==> src/rtl/vram_brush_controller_pkg.sv <==
// Shared definitions for the VRAM write-side controller: controller states,
// default display geometry and the frame-buffer length helper.
package vram_brush_controller_pkg;

    localparam int DEF_DISPLAY_WIDTH  = 240;
    localparam int DEF_DISPLAY_HEIGHT = 320;
    localparam int VRAM_L             = DEF_DISPLAY_WIDTH * DEF_DISPLAY_HEIGHT;

    typedef enum logic [1:0] {
        CLEAR = 2'd0,
        IDLE  = 2'd1,
        DRAW  = 2'd2
    } vram_ctrl_state_t;

    // Number of pixels in a frame buffer of the given geometry
    function automatic int vram_length(input int w, input int h);
        return w * h;
    endfunction

endpackage

==> src/rtl/vram_brush_controller_brush_scanner.sv <==
// Raster scanner for a square brush. Walks offsets dy=-r..r (outer) and
// dx=-r..r (inner), one per step, and flags whether the pixel at
// centre+offset lands on the display.
module brush_scanner
    import vram_brush_controller_pkg::*;
#(
    parameter int DISPLAY_WIDTH  = DEF_DISPLAY_WIDTH,
    parameter int DISPLAY_HEIGHT = DEF_DISPLAY_HEIGHT,
    parameter int COORD_W        = 9,
    parameter int BRUSH_MAX_R    = 7
) (
    input  logic                               clk,
    input  logic                               rst,
    input  logic                               start,
    input  logic                               step,
    input  logic [COORD_W-1:0]                 cx,
    input  logic [COORD_W-1:0]                 cy,
    input  logic [$clog2(BRUSH_MAX_R+1)-1:0]   r,
    output logic signed [COORD_W:0]            dx,
    output logic signed [COORD_W:0]            dy,
    output logic                               in_bounds,
    output logic                               done
);

    localparam int R_W = $clog2(BRUSH_MAX_R + 1);
    localparam int I_W = $clog2(2 * BRUSH_MAX_R + 1);
    localparam int S_W = COORD_W + 1;
    localparam logic signed [S_W-1:0] W_S = S_W'(DISPLAY_WIDTH);
    localparam logic signed [S_W-1:0] H_S = S_W'(DISPLAY_HEIGHT);

    logic [I_W-1:0]          ix;
    logic [I_W-1:0]          iy;
    logic [I_W-1:0]          last_idx;
    logic signed [S_W-1:0]   r_s;
    logic signed [S_W-1:0]   px_s;
    logic signed [S_W-1:0]   py_s;

    // Counters run 0..2r; the signed offset is the counter minus r
    always_comb begin
        last_idx  = I_W'({r, 1'b0});
        r_s       = S_W'(r);
        dx        = S_W'(ix) - r_s;
        dy        = S_W'(iy) - r_s;
        px_s      = S_W'(cx) + dx;
        py_s      = S_W'(cy) + dy;
        in_bounds = !px_s[S_W-1] && (px_s < W_S) && !py_s[S_W-1] && (py_s < H_S);
        done      = (ix == last_idx) && (iy == last_idx);
    end

    // Row-major advance of the offset counters; start rewinds to the top-left corner
    always_ff @(posedge clk) begin
        if (!rst) begin
            ix <= '0;
            iy <= '0;
        end else if (start) begin
            ix <= '0;
            iy <= '0;
        end else if (step) begin
            if (ix == last_idx) begin
                ix <= '0;
                iy <= iy + 1'b1;
            end else begin
                ix <= ix + 1'b1;
            end
        end
    end

endmodule

==> src/rtl/vram_brush_controller.sv <==
// VRAM write-side controller: clears the frame buffer to a background colour,
// then paints a clipped square brush at each new touch point.
module vram_brush_controller
    import vram_brush_controller_pkg::*;
#(
    parameter int DISPLAY_WIDTH  = DEF_DISPLAY_WIDTH,
    parameter int DISPLAY_HEIGHT = DEF_DISPLAY_HEIGHT,
    parameter int VRAM_W         = 16,
    parameter int BRUSH_MAX_R    = 7,
    parameter int COORD_W        = 9,
    parameter int ADDR_W         = $clog2(DISPLAY_WIDTH * DISPLAY_HEIGHT)
) (
    input  logic                               clk,
    input  logic                               rst,
    input  logic                               touch_valid,
    input  logic [COORD_W-1:0]                 touch_x,
    input  logic [COORD_W-1:0]                 touch_y,
    input  logic [VRAM_W-1:0]                  brush_color,
    input  logic [$clog2(BRUSH_MAX_R+1)-1:0]   brush_r,
    input  logic [VRAM_W-1:0]                  bg_color,
    input  logic                               clear_req,
    output logic                               vram_wr_ena,
    output logic [ADDR_W-1:0]                  vram_wr_addr,
    output logic [VRAM_W-1:0]                  vram_wr_data,
    output logic                               busy,
    output logic                               clearing
);

    localparam int R_W      = $clog2(BRUSH_MAX_R + 1);
    localparam int S_W      = COORD_W + 1;
    localparam int VRAM_LEN = vram_length(DISPLAY_WIDTH, DISPLAY_HEIGHT);
    localparam logic [R_W-1:0]    R_MAX     = R_W'(BRUSH_MAX_R);
    localparam logic [S_W-1:0]    X_LIM     = S_W'(DISPLAY_WIDTH);
    localparam logic [S_W-1:0]    Y_LIM     = S_W'(DISPLAY_HEIGHT);
    localparam logic [ADDR_W-1:0] LAST_ADDR = ADDR_W'(VRAM_LEN - 1);
    localparam logic [ADDR_W-1:0] ROW_PITCH = ADDR_W'(DISPLAY_WIDTH);

    vram_ctrl_state_t        state;
    logic [ADDR_W-1:0]       clr_cnt;
    logic [VRAM_W-1:0]       bg_lat;
    logic                    pending_clear;

    // The last accepted point doubles as the parameter set of the brush being drawn
    logic                    last_valid;
    logic [COORD_W-1:0]      last_x;
    logic [COORD_W-1:0]      last_y;
    logic [VRAM_W-1:0]       last_color;
    logic [R_W-1:0]          last_r;

    logic [R_W-1:0]          r_sat;
    logic                    touch_in_range;
    logic                    touch_is_new;
    logic                    scan_start;
    logic                    scan_step;
    logic signed [S_W-1:0]   scan_dx;
    logic signed [S_W-1:0]   scan_dy;
    logic                    scan_in_bounds;
    logic                    scan_done;
    logic [COORD_W-1:0]      pix_x;
    logic [COORD_W-1:0]      pix_y;
    logic [ADDR_W-1:0]       pix_addr;

    brush_scanner #(
        .DISPLAY_WIDTH  (DISPLAY_WIDTH),
        .DISPLAY_HEIGHT (DISPLAY_HEIGHT),
        .COORD_W        (COORD_W),
        .BRUSH_MAX_R    (BRUSH_MAX_R)
    ) u_scanner (
        .clk       (clk),
        .rst       (rst),
        .start     (scan_start),
        .step      (scan_step),
        .cx        (last_x),
        .cy        (last_y),
        .r         (last_r),
        .dx        (scan_dx),
        .dy        (scan_dy),
        .in_bounds (scan_in_bounds),
        .done      (scan_done)
    );

    // Touch qualification, radius saturation and pixel address of the current brush offset
    always_comb begin
        r_sat          = (brush_r > R_MAX) ? R_MAX : brush_r;
        touch_in_range = ({1'b0, touch_x} < X_LIM) && ({1'b0, touch_y} < Y_LIM);
        touch_is_new   = !last_valid || (touch_x != last_x) || (touch_y != last_y) ||
                         (brush_color != last_color) || (r_sat != last_r);
        scan_start     = (state == IDLE);
        scan_step      = (state == DRAW);
        pix_x          = COORD_W'(S_W'(last_x) + scan_dx);
        pix_y          = COORD_W'(S_W'(last_y) + scan_dy);
        pix_addr       = ADDR_W'(pix_y) * ROW_PITCH + ADDR_W'(pix_x);
    end

    // Controller FSM with registered write port and status outputs
    always_ff @(posedge clk) begin
        if (!rst) begin
            state         <= CLEAR;
            clr_cnt       <= '0;
            bg_lat        <= '0;
            pending_clear <= 1'b0;
            last_valid    <= 1'b0;
            last_x        <= '0;
            last_y        <= '0;
            last_color    <= '0;
            last_r        <= '0;
            vram_wr_ena   <= 1'b0;
            vram_wr_addr  <= '0;
            vram_wr_data  <= '0;
            busy          <= 1'b1;
            clearing      <= 1'b1;
        end else begin
            unique case (state)
                CLEAR: begin
                    vram_wr_ena  <= 1'b1;
                    vram_wr_addr <= clr_cnt;
                    vram_wr_data <= (clr_cnt == '0) ? bg_color : bg_lat;
                    busy         <= 1'b1;
                    clearing     <= 1'b1;
                    if (clr_cnt == '0) begin
                        bg_lat <= bg_color;
                    end
                    if (clr_cnt == LAST_ADDR) begin
                        state      <= IDLE;
                        clr_cnt    <= '0;
                        last_valid <= 1'b0;
                    end else begin
                        clr_cnt <= clr_cnt + 1'b1;
                    end
                end
                IDLE: begin
                    vram_wr_ena <= 1'b0;
                    busy        <= 1'b0;
                    clearing    <= 1'b0;
                    if (clear_req || pending_clear) begin
                        state         <= CLEAR;
                        clr_cnt       <= '0;
                        pending_clear <= 1'b0;
                    end else if (touch_valid && touch_in_range && touch_is_new) begin
                        state      <= DRAW;
                        last_valid <= 1'b1;
                        last_x     <= touch_x;
                        last_y     <= touch_y;
                        last_color <= brush_color;
                        last_r     <= r_sat;
                    end
                end
                DRAW: begin
                    vram_wr_ena  <= scan_in_bounds;
                    vram_wr_addr <= pix_addr;
                    vram_wr_data <= last_color;
                    busy         <= 1'b1;
                    clearing     <= 1'b0;
                    if (clear_req) begin
                        pending_clear <= 1'b1;
                    end
                    if (scan_done) begin
                        state <= IDLE;
                    end
                end
                default: begin
                    state <= CLEAR;
                end
            endcase
        end
    end

endmodule

==> config.mk <==
export PLATFORM = sky130hd
export DESIGN_NAME = vram_brush_controller
export DESIGN_NICKNAME = d
export VERILOG_FILES = /design/src/rtl/vram_brush_controller_pkg.sv /design/src/rtl/vram_brush_controller_brush_scanner.sv /design/src/rtl/vram_brush_controller.sv
export SDC_FILE = /design/constraint.sdc
export NUM_CORES = 1
export LEC_CHECK = 0
export ABC_AREA = 1
export BUFFER_PORTS_ARGS = -buffer_cell sky130_fd_sc_hd__buf_2
export CORE_MARGIN = 4
export CORE_UTILIZATION = 40
export CTS_BUF_LIST = sky130_fd_sc_hd__clkbuf_4 sky130_fd_sc_hd__clkbuf_8
export DETAILED_ROUTE_END_ITERATION = 8
export HOLD_SLACK_MARGIN = 0.1
export PLACE_DENSITY_LB_ADDON = 0.1
export SLEW_MARGIN = 40
export SYNTH_ARGS = -nofsm -noshare
export SYNTH_HDL_FRONTEND = slang
export SYNTH_SLANG_ARGS = --single-unit
==> constraint.sdc <==
create_clock -name clk -period 9.8 [get_ports clk]
set_input_delay 1.96 -clock clk [delete_from_list [all_inputs] [get_ports clk]]
set_output_delay 1.96 -clock clk [all_outputs]
set_load 0.02 [all_outputs]
==> flow_metrics.tcl, run 1 <==
set metrics [dict create \
    viasPerCell 5.00 \
    fin_crit_sh_pct 54.6 \
    core-area_sq_um 20200 \
    grt.total_usage_pct 20.5 \
    ctsHoldBuffers 0 \
    final.setup_skew_ps 21.1 \
    cts.htree.levels 4 \
    tightest_slew_ps 786 \
    wire_per_inst_um 14.1 \
    cp_cell_sequence "inv_1 -> ha_1 -> inv_1 -> fa_1 -> fa_1 -> xor2_1 -> inv_1 -> fa_1 -> inv_1 -> ha_1 -> xor2_1 -> fa_1 -> inv_1 -> ha_1 -> nand3_1 -> nand2_1 -> nand2_1 -> nand2_1 -> nand2_1 -> nor2_2 -> nand4_1 -> or2_2 -> nand3_1 -> a31oi_1" \
    grt_setup_unrepaired "no" \
    finalSetupViolCount 0 \
    finalHoldViolCount 0 \
    critPathLaunchType "flop" \
    fp.dieW_um 152 \
    reg2reg_setup_slack_ps 4450 \
    layout.nets 1467 \
    insertion_delay_ps 460 \
    first_pass_iters 4 \
    cts_root_buffer "clkbuf_8" \
    cp.arrival_ps 5670 \
    area_delta_synth_final_pct 13.3 \
    syn-num-nets 1390 \
    synthArstFlopShare_pct 0 \
    clk_path_buf_depth 2 \
    drc_errors 0 \
    drive_above_1_share_pct 11.4 \
    synth_largest_area_cell "dfxtp_1" \
    cap_violations 0 \
    overflow 0 \
    syn-instance-count 1268 \
    worstSetupEndpointType "flop" \
    place.detailed.hpwl_mm 17.3 \
    cts_buffers 17 \
    post-route-min-period_ps 5350 \
    critPathBufInv 5 \
    io_buffers 92 \
    clk_pin_slew_ps 90 \
    final_antenna_net_count 0 \
    peakVddDrop_mv 0.0789 \
    postCtsResizedCells 0 \
    fin_ws_ps 4450 \
    outcome "finished, final reports clean" \
    cts_setup_buffers 0 \
    synth.distinct_cells 48 \
    grt_pass1_vias 7649 \
    fmax_ghz 0.187 \
    ios 93 \
    dp_slack_ps 4410 \
    diodes 0 \
    crit_type "reg2reg" \
    netlist_area_sq_um 8250 \
    fin_util_pct 46.2 \
    power_density_nw_per_um2 119 \
    vias 8145 \
    die-height_um 152 \
    max-slew-margin-rel_pct 47.6 \
    grt_pass1_wl_mm 37.7 \
    ys_seq_elements 118 \
    avgSynthCellArea_sq_um 6.51 \
    ys.flop_type "dfxtp_1" \
    critPathMaxStageDelay_ps 550 \
    synth_top_area_share_pct 28.6 \
    place.gp.congestion 0.863 \
    drt_iter0_drc 395 \
    setup_tns_ps 0 \
    crit_slowest_cell "fa_1" \
    ys_seq_area_share_pct 28.6 \
    worstPathMaxFanout 5 \
    synth_area_leaders "dfxtp_1, nand2_1, ha_1" \
    p_leak_uw 0.00456 \
    fp-row-count 52 \
    required_ps 10110 \
    start_util_pct 40.8 \
    ys_warn_count 0 \
    grt_start_max_net_pins 69 \
    crit_top_cell "inv_1" \
    antenna_found_initial 2 \
    routed_wl_mm 23.0 \
    hold_path_class "reg2reg" \
    crit_family "adder cells" \
    slew_violations 0 \
    cts.sinks 118 \
    synth_edf_count 0 \
    dieArea_sq_um 23000 \
    cts_tree "done" \
]
## per-layer routing
layer / routed length [um] / vias up / global-route usage [%]
met5: 15 / - / 0
met4: 412 / 4 / 5.62
met3: 1030 / 27 / 4.34
met2: 10500 / 155 / 33.6
met1: 11000 / 3712 / 27.3
li1: - / 4247 / -
## final timing paths
path | startpoint | cells after the start | endpoint
setup / recovery | u_scanner.iy[0] | 24 | vram_wr_addr[14]
hold / removal | bg_lat[1] | 2 | bg_lat[1]
setup reg to reg | u_scanner.iy[0] | 24 | vram_wr_addr[14]
hold reg to reg | bg_lat[1] | 2 | bg_lat[1]
## stage by stage
step / hold WS (ps) / area [sq um] / power, uW / cells
global route: 488 / 9350 / 1160 / 1628
detailed placement: 458 / 8910 / 632 / 1596
floorplan: 439 / 8250 / 590 / 1268
global placement: 452 / 8910 / 631 / 1596
finish: 468 / 9350 / 1120 / 1628
CTS: 471 / 9350 / 1130 / 1628
## synthesized netlist by cell type (5+ instances only)
library cell	instances
a21oi_1	71
a31oi_1	25
buf_2	6
clkbuf_1	27
dfxtp_1	118
fa_1	12
ha_1	53
inv_1	174
nand2_1	324
nand3_1	76
nand4_1	37
nor2_1	140
nor3_1	6
o21ai_0	51
o21ai_1	25
o22ai_1	5
or2_1	16
or2_2	6
xnor2_1	18
xor2_1	22
## final cells by class
type | instances | area, sq um
clock buffer | 20 | 269
clock inverter | 12 | 165
fill | 2127 | 10900
inverter | 181 | 681
multi-input combinational | 927 | 5010
sequential | 118 | 2360
tap | 270 | 338
timing repair buffer | 100 | 520
## cell families (layout without fill, tap and decap cells)
family	Yosys count	in the layout	synth area share [%]
AOI/OAI and AO/OA	199	199	13.4
xor gates and xnor gates	41	41	4.44
adders and majority gates	66	66	11.1
and+or+nand+nor	621	621	31.9
DFF	118	118	28.6
buffers and inverters	223	313	10.7
## placed cells by master (no fill, tap or decap), drive strengths merged
cell type  count
nand2        326
inv          183
nor2         144
dfxtp        118
buf          100
nand3         76
o21ai         76
a21oi         71
ha            53
nand4         37
a31oi         25
or2           25
xor2          22
clkbuf        20
xnor2         19
fa            12
nor3           6
o22ai          5
o211ai         4
a221oi         4
clkinv         4
nand3b         3
clkinvlp       3
bufinv         3
o21bai         2
a31o           2
nor4           2
o2111ai        2
o31ai          2
maj3           1
a41oi          1
or3            1
a22oi          1
o41ai          1
nor3b          1
a211oi         1
a21o           1
o221ai         1
## power breakdown
group | switching (uW) | leakage [uW] | total (uW) | internal (uW)
sequential | 9.68 | 0.000960 | 508 | 498
clock | 225 | 0.000210 | 496 | 272
combinational | 67.2 | 0.00339 | 112 | 44.7
total | 302 | 0.00456 | 1120 | 815
## registers in the layout, indices dropped and copies added (netlist names)
signal / flops
bg_lat: 16
busy: 1
clearing: 1
clr_cnt: 17
last_color: 16
last_r: 3
last_valid: 1
last_x: 9
last_y: 9
pending_clear: 1
state: 2
u_scanner.ix: 4
u_scanner.iy: 4
vram_wr_addr: 17
vram_wr_data: 16
vram_wr_ena: 1
## tightest hold or removal path, cell delays in order (launching register included)
cell and delay (ps):
dfxtp_1 320, nand2_1 60, a21oi_1 50
(Power assumes the default switching activity.)
==> run 2, diff against run 1 <==
==> constraint.sdc (replaced) <==
create_clock -name clk -period 5.2 [get_ports clk]
set_input_delay 1.04 -clock clk [delete_from_list [all_inputs] [get_ports clk]]
set_output_delay 1.04 -clock clk [all_outputs]
set_load 0.02 [all_outputs]
==> run 2 against run 1 <==
Combinational power increased by 87%. Cell count increased by 0.68%. Clock skew increased by 1.6 ps. Utilization increased by 0.92 points. Power increased by 87%. Non-clock buffer count increased by 11. Register-to-register slack got worse by 4100 ps. Flip-flop and latch count unchanged. Clock power increased by 84%. First-iteration DRC count increased by 17%. Hold slack improved by 1.4 ps. Critical path depth increased by 1. Critical endpoint is now vram_wr_addr[15]. Largest power group unchanged.
==> flow_metrics.tcl, run 2 (synthesized netlist as in run 1, its figures left out) <==
set metrics [dict create \
    slew_violations 0 \
    grt_pass1_wl_mm 37.7 \
    r2r_cells 25 \
    cp.arrival_ps 5190 \
    layout_common_cells "nand2_1, inv_1, nor2_1" \
    cts_tree "done" \
    tightest_slew_ps 756 \
    final.setup_skew_ps 22.8 \
    grt_start_max_net_pins 69 \
    power_density_nw_per_um2 218 \
    cts.sinks 118 \
    finalSetupViolCount 0 \
    start_util_pct 40.8 \
    peakVddDrop_mv 0.151 \
    reg2reg_setup_slack_ps 320 \
    final_common_cell "nand2_1" \
    io_buffers 92 \
    hold_ws_ps 469 \
    min_from "bg_lat[5]" \
    die-height_um 152 \
    setup_tns_ps 0 \
    power_frac_seq_pct 46.1 \
    diodes 0 \
    cts_buffers 17 \
    r2r_end "vram_wr_addr[15]" \
    use_met1_pct 27.6 \
    fp-row-count 52 \
    grt_setup_unrepaired "yes" \
    critPathLaunchType "flop" \
    area_delta_synth_final_pct 15.5 \
    worstSetupEndpointType "flop" \
    routed_wl_mm 23.0 \
    fin_util_pct 47.1 \
    reg_top3 "clr_cnt: 17 flops, vram_wr_addr: 17 flops" \
    overflow 0 \
    drt_iter0_drc 462 \
    ctsHoldBuffers 0 \
    first_pass_iters 6 \
    r2r_start "u_scanner.iy[0]" \
    cts_root_buffer "clkbuf_8" \
    final_cell_area_sq_um 9530 \
    internal_power_uw 1530 \
    grt.total_usage_pct 20.6 \
    dp_slack_ps 68.1 \
    fmax_ghz 0.205 \
    outcome "finished, final reports clean" \
    dieArea_sq_um 23000 \
    drive_above_1_share_pct 13.7 \
    p_leak_uw 0.00460 \
    post-route-min-period_ps 4880 \
    insertion_delay_ps 460 \
    worstPathMaxFanout 5 \
    final_antenna_net_count 0 \
    ios 93 \
    clk_path_buf_depth 2 \
    wire_per_inst_um 14.0 \
    viasPerCell 4.95 \
    hold_path_class "reg2reg" \
    crit_type "reg2reg" \
    placed_cell_area_sq_um 8960 \
    clk_pin_slew_ps 80 \
    fp.dieW_um 152 \
    cap_violations 0 \
    holdPathEnd "bg_lat[5]" \
    vias 8121 \
    core-area_sq_um 20200 \
    fin_ws_ps 318 \
    place.detailed.hpwl_mm 17.3 \
    use_met3_pct 4.43 \
    place.gp.congestion 0.864 \
    max-slew-margin-rel_pct 49.6 \
    swShare_pct 26.6 \
    antenna_found_initial 2 \
    drc_errors 0 \
    busiest_layer "met2" \
    grt_pass1_vias 7502 \
    required_ps 5510 \
    layout.nets 1478 \
    finalHoldViolCount 0 \
    hold_path_depth 2 \
    fin_crit_sh_pct 93.9 \
    cts.htree.levels 4 \
    power.net_switching_uw 553 \
    use_met2_pct 34.0 \
    clockPowerShare_pct 43.9 \
    power_frac_comb_pct 10.0 \
]
==> run 2: how the worst max path moves through the flow <==
stage	startpoint	end	slack, ps	cells after the start
after CTS	u_scanner.iy[0]	vram_wr_addr[14]	60	24
after global placement	u_scanner.iy[0]	vram_wr_addr[14]	160	24
after global routing	u_scanner.iy[0]	vram_wr_addr[16]	-40	30
after detailed placement	u_scanner.iy[0]	vram_wr_addr[14]	70	24
final	u_scanner.iy[0]	vram_wr_addr[15]	320	25
after floorplan	last_r[0]	vram_wr_addr[14]	270	23
==> run 2: layout make-up <==
| type | count | area, sq um |
|---|---|---|
| Multi-Input combinational cell | 927 | 5130 |
| Inverter | 181 | 681 |
| Sequential cell | 118 | 2360 |
| Tap cell | 270 | 338 |
| Clock buffer | 21 | 270 |
| Timing Repair Buffer | 111 | 603 |
| Fill cell | 2134 | 10700 |
| Clock inverter | 11 | 149 |
==> run 2: per-layer routing <==
layer | part of all wire (%) | vias up
li1 | - | 4271
met1 | 48 | 3674
met2 | 47 | 147
met3 | 3.8 | 25
met4 | 1.3 | 4
met5 | 0.065 | -
==> run 2: critical path: stages (launching register included) <==
cell and delay [ps]:
dfxtp_1 360, inv_1 80, ha_1 180, inv_1 80
fa_2 460, fa_2 400, xor2_2 160, buf_4 150
ha_1 310, xor2_1 180, fa_1 510, inv_1 40
ha_1 340, xnor2_1 150, ha_1 340, nand2_1 70
inv_1 60, nand4_1 70, nand3_1 120, nand4_1 170
nor2_2 170, nand2_1 60, nand3_1 60, nand3_1 70
nand2_1 70, a21oi_1 60
==> run 2: repair_timing <==
item,in CTS,in global routing
resized for setup,0,23
setup endpoints to repair,0,5
buffers inserted,0,5
==> run 2: power by group through the flow <==
stage | Clock (uW) | Combinational [uW] | Sequential (uW)
2_1_floorplan | 0 | 114 | 998
3_3_place_gp | 0 | 210 | 979
3_5_place_dp | 0 | 211 | 979
4_1_cts | 933 | 212 | 959
5_1_grt | 970 | 237 | 963
6_report | 914 | 209 | 959
==> run 2: through the flow <==
step	total power (uW)	cells
CTS	2100	1634
detailed placement	1190	1602
global placement	1190	1602
floorplan	1110	1268
finish	2080	1639
global route	2170	1639
